## config.mk

```make
export PLATFORM = sky130hd
export DESIGN_NAME = lsq_mem_arbiter
export DESIGN_NICKNAME = d
export VERILOG_FILES = /design/src/rtl/lsq_mem_arbiter.sv
export SDC_FILE = /design/constraint.sdc
export NUM_CORES = 1
export LEC_CHECK = 0
export ABC_AREA = 1
export ABC_CLOCK_PERIOD_IN_PS = 2100
export CAP_MARGIN = 10
export CORE_AREA = 2 2 100 102
export DETAILED_ROUTE_END_ITERATION = 8
export DIE_AREA = 0 0 102 104
export HOLD_SLACK_MARGIN = 0.03
export PLACE_DENSITY = 0.72
export RECOVER_POWER = 25
export SYNTH_ARGS = -nofsm -noshare
export SYNTH_HDL_FRONTEND = slang
export SYNTH_SLANG_ARGS = --single-unit
```

## constraint.sdc

```tcl
create_clock -name clk -period 2.1 [get_ports clk]
set_input_delay 0.315 -clock clk [delete_from_list [all_inputs] [get_ports clk]]
set_output_delay 0.315 -clock clk [all_outputs]
set_load 0.02 [all_outputs]
```

## src/rtl/lsq_mem_arbiter.sv

```systemverilog
// lsq_mem_arbiter: shares one non-pipelined dmem port between the store-queue head and
// the load issue path, sequencing each access and bounding store starvation.
module lsq_mem_arbiter #(
   parameter int TAG_W        = 6,
   parameter int STARVE_LIMIT = 4
) (
   input  logic             clk,
   input  logic             rst,
   input  logic             flush,
   input  logic             st_valid,
   input  logic             st_commit_ok,
   input  logic [31:0]      st_addr,
   input  logic [3:0]       st_wmask,
   input  logic [31:0]      st_wdata,
   output logic             st_dequeue,
   input  logic             ld_valid,
   input  logic [31:0]      ld_addr,
   input  logic [3:0]       ld_rmask,
   input  logic [TAG_W-1:0] ld_tag,
   output logic             ld_ack,
   output logic             ld_result_valid,
   output logic [TAG_W-1:0] ld_result_tag,
   output logic [31:0]      ld_result_data,
   output logic [31:0]      dmem_addr,
   output logic [3:0]       dmem_rmask,
   output logic [3:0]       dmem_wmask,
   output logic [31:0]      dmem_wdata,
   input  logic             dmem_resp,
   input  logic [31:0]      dmem_rdata
);
   typedef enum logic [1:0] {IDLE, LD_WAIT, ST_WAIT} state_t;
   localparam logic [3:0] LIMIT = 4'(STARVE_LIMIT);
   state_t state_q, state_d;
   logic [3:0] starve_q, starve_d;
   logic squash_q, squash_d;
   logic [TAG_W-1:0] tag_q, tag_d;
   logic st_elig, ld_elig, idle, st_win, ld_win, res_v;
   logic unused_addr_lsbs;
   assign unused_addr_lsbs = ^{ld_addr[1:0], st_addr[1:0]};
   always_comb begin
      st_elig = st_valid & st_commit_ok;
      ld_elig = ld_valid & ~flush;
      // Outputs stay quiet while rst is held, so arbitration is gated by it too.
      idle = (state_q == IDLE) & ~rst;
      st_win = idle & st_elig & (~ld_elig | (starve_q == LIMIT));
      ld_win = idle & ld_elig & ~st_win;
      res_v = (state_q == LD_WAIT) & dmem_resp & ~squash_q & ~flush & ~rst;
      state_d = state_q;
      if (ld_win) state_d = LD_WAIT;
      else if (st_win) state_d = ST_WAIT;
      else if (state_q != IDLE && dmem_resp) state_d = IDLE;
      squash_d = ld_win ? 1'b0 : ((state_q == LD_WAIT) & flush) | squash_q;
      starve_d = st_win ? 4'd0
               : (ld_win & st_elig & (starve_q != LIMIT)) ? starve_q + 4'd1 : starve_q;
      tag_d = ld_win ? ld_tag : tag_q;
   end
   always_ff @(posedge clk) begin
      if (rst) begin
         state_q  <= IDLE;
         starve_q <= '0;
         squash_q <= 1'b0;
         tag_q    <= '0;
      end else begin
         state_q  <= state_d;
         starve_q <= starve_d;
         squash_q <= squash_d;
         tag_q    <= tag_d;
      end
   end
   assign ld_ack          = ld_win;
   assign st_dequeue      = st_win;
   assign dmem_rmask      = ld_win ? ld_rmask : '0;
   assign dmem_wmask      = st_win ? st_wmask : '0;
   assign dmem_wdata      = st_win ? st_wdata : '0;
   assign dmem_addr       = ld_win ? {ld_addr[31:2], 2'b00} : st_win ? {st_addr[31:2], 2'b00} : '0;
   assign ld_result_valid = res_v;
   assign ld_result_tag   = res_v ? tag_q : '0;
   assign ld_result_data  = res_v ? dmem_rdata : '0;
endmodule

```

==> reports/qor.yml <==
hold_path:
  hp-start: "tag_q[5]"
  worstHoldPathType: "flip-flop to flip-flop"
  hold_path_end: "tag_q[5]"
  hold_depth: 2
layout:
  syn2layout_area_growth_pct: 144.7
  layoutNonFillerInstCount: 762
  finalInstanceArea_sq_um: 4268
  drive_gt1_frac: 0.1860
  fill_cells: 1029
  nNetsFinal: 781
  area.sequential_sq_um: 261.5
  multi_input_area_sq_um: 993.5
  n_antenna_cell: 0
outcome:
  status: "complete, no violations"
sta:
  finalSetupViolations: 0
  rsz0062_at_grt: "yes"
  slew_violations: 0
  hold_viol: 0
  timing.fmax_ghz: 0.4899
  period_minus_slack_ns: 2.041
  period_share: 0.9719
  skew_ns: 0.002043
critical_path:
  timing.rr.start: "starve_q[0]"
  max_stage_delay_ns: 0.45
  cp-start-kind: "input port"
  critPathRequiredTime_ns: 1.78
  path_cells: "clkdlybuf4s50_1 -> nand2_1 -> nor2_4 -> nand2_4 -> inv_2 -> buf_12 -> dlygate4sd2_1"
  reg2reg_depth: 9
  critPathSlowestCell: "clkdlybuf4s50_1"
  r2r_end: "starve_q[2]"
  worstPathMaxFanout: 31
  cp-end-kind: "primary output"
  rrSetupSlack_ns: 0.46
  critPathKind: "input port to primary output"
  cp.arrival_ns: 1.73
detailed_routing:
  drt_first_pass_iters: 4
  wl_per_cell_um: 11.52
  wl_met1_um: 3287
  vias: 2990
  top_layer: "met4"
  ant_nets: 0
  drc: 0
  wl_met2_um: 4448
  via_per_inst: 3.924
  met3_length_um: 912
  routed_wl_um: 8779
  dr.first_iter.drc_count: 142
clock_network:
  ctsHoldBuffers: 0
  cts_max_path_buffers: 2
  insertion_delay_ns: 0.24
  clock-sinks: 13
  htreeDepth: 1
  numCtsBuffers: 3
  cts_root_buf: "clkbuf_8"
  clkTransAtPathRegs_ns: 0.05
  tritoncts: "yes"
place:
  port-buffer-count: 255
  placedCellCount: 755
  post_dp_cell_area_sq_um: 4506
  hpwl_um: 7160
  place_congestion: 0.9344
global_route:
  grt_pass1_wl_um: 13140
  globalRouteOverflowTotal: 0
  grt_pass1_vias: 2826
  antenna_found_initial: 0
  grt_usage: 0.1513
  grt_max_degree: 32
synth:
  yosysWarnings: 0
  ys.flop_type: "dfxtp_1"
  synth_edf_count: 0
  async_flop_share: 0
  synth_cell_type_count: 21
  seq_area_frac_synth: 0.1492
  syn-cell-area_sq_um: 1744
  syn_area_per_cell_sq_um: 4.753
  synth-seq-cells: 13
  synthCells: 367
die:
  die_x_um: 102
  core_area_sq_um: 9549
  dieArea_sq_um: 10610
  io-pin-count: 262
  die_h_um: 104
  initial_core_util: 0.1827
  core.rowCount: 36
pwr:
  total_power_mw: 1.072
  peakVddDrop_mv: 0.1662
  power_leakage_nw: 2.494
  power_density_nw_per_um2: 251.1
job:
  max-cap-violations: 0
## sequential cells by signal, summed over array words and instances (netlist names)
signal / flops
tag_q: 6
starve_q: 4
state_q: 2
squash_q: 1
## cell type report
type                    count  area share
inverters                  98     0.08795
flip-flops and latches     13     0.06127
well taps                 133     0.03899
repair buffers            276      0.5682
multi-input cells         238      0.2328
clock buffers               3    0.009675
clock inverters             1    0.001173
## kinds of logic after synthesis
group           count (synthesis)  share of synthesized area
flops                          13                     0.1492
other cells                     1                   0.002150
xor+xnor                        1                   0.005022
simple gates                  221                     0.5050
fa+ha+maj                       2                    0.01434
buf+inv                       117                     0.2877
compound gates                 12                    0.03658
## placed cells by master, fill, tap and decap left out, types with 2 or more instances in the layout
master           count
clkbuf_2            49
buf_2               10
buf_12               3
clkdlybuf4s50_1    143
conb_1               2
nor2_1              90
dlygate4sd2_1       27
clkbuf_8             3
nand2_4              2
buf_4               32
clkdlybuf4s15_1      6
a21oi_1             11
inv_1               96
nand3_1             10
dfxtp_1             12
nor2_4               2
nand2_2              3
nor2_2               2
nand2_1            110
buf_6                3
ha_1                 2
## repair_timing
action                     4_1_cts  5_1_grt
setup endpoints to repair      111      110
cloned                           1        1
pin swaps                        0        1
buffers inserted                 1        0
gates resized for setup        198      141
## worst max-delay path by stage
stage / startpoint / to / slack, ns / cells after the start
2_1_floorplan: starve_q[0] / dmem_addr[22] / 0.38 / 10
3_3_place_gp: ld_valid / dmem_addr[2] / -0.43 / 11
3_5_place_dp: ld_valid / dmem_addr[21] / -0.42 / 11
4_1_cts: starve_q[0] / dmem_addr[5] / 0.005 / 11
5_1_grt: starve_q[1] / dmem_addr[5] / -0.02 / 11
6_report: st_valid / st_dequeue / 0.06 / 7
## per-stage QoR
step	hold slack, ns	setup slack (ns)	util	setup TNS [ns]
floorplan	0.4516	0.3755	-	0
CTS	0.4863	0.004506	0.4616	0
detailed placement	0.4712	-0.4199	0.4718	-34.46
global placement	0.4668	-0.4252	0.4718	-34.59
global route	0.5126	-0.01952	0.4469	-0.05012
finish	0.4794	0.05896	0.4469	0
## Yosys cell counts (4+ instances only)
cell type	count	area share
buf_4	5	0.022
inv_1	96	0.21
clkbuf_1	4	0.0086
a21oi_1	11	0.032
nand2_1	112	0.24
nor2_1	91	0.20
buf_2	5	0.014
buf_6	5	0.032
dfxtp_1	13	0.15
nand3_1	10	0.029
## report_power, final
part	switching [mW]	internal [mW]	total, mW	leakage, nW
registers	0.00466	0.256	0.261	0.106
clock network	0.0934	0.131	0.225	0.0255
logic	0.235	0.351	0.587	2.36
total	0.333	0.738	1.07	2.49
## metal layers
layer	global-route usage	up-vias
met4	0.02857	0
met2	0.2951	153
met3	0.04167	12
met1	0.1576	1292
met5	0	-
li1	-	1533
## critical path: cells and delay by family
kind / cells / cell delay (ns)
simple gates: 3 / 0.33
buf+inv: 4 / 1.07
(Power assumes the default switching activity.)
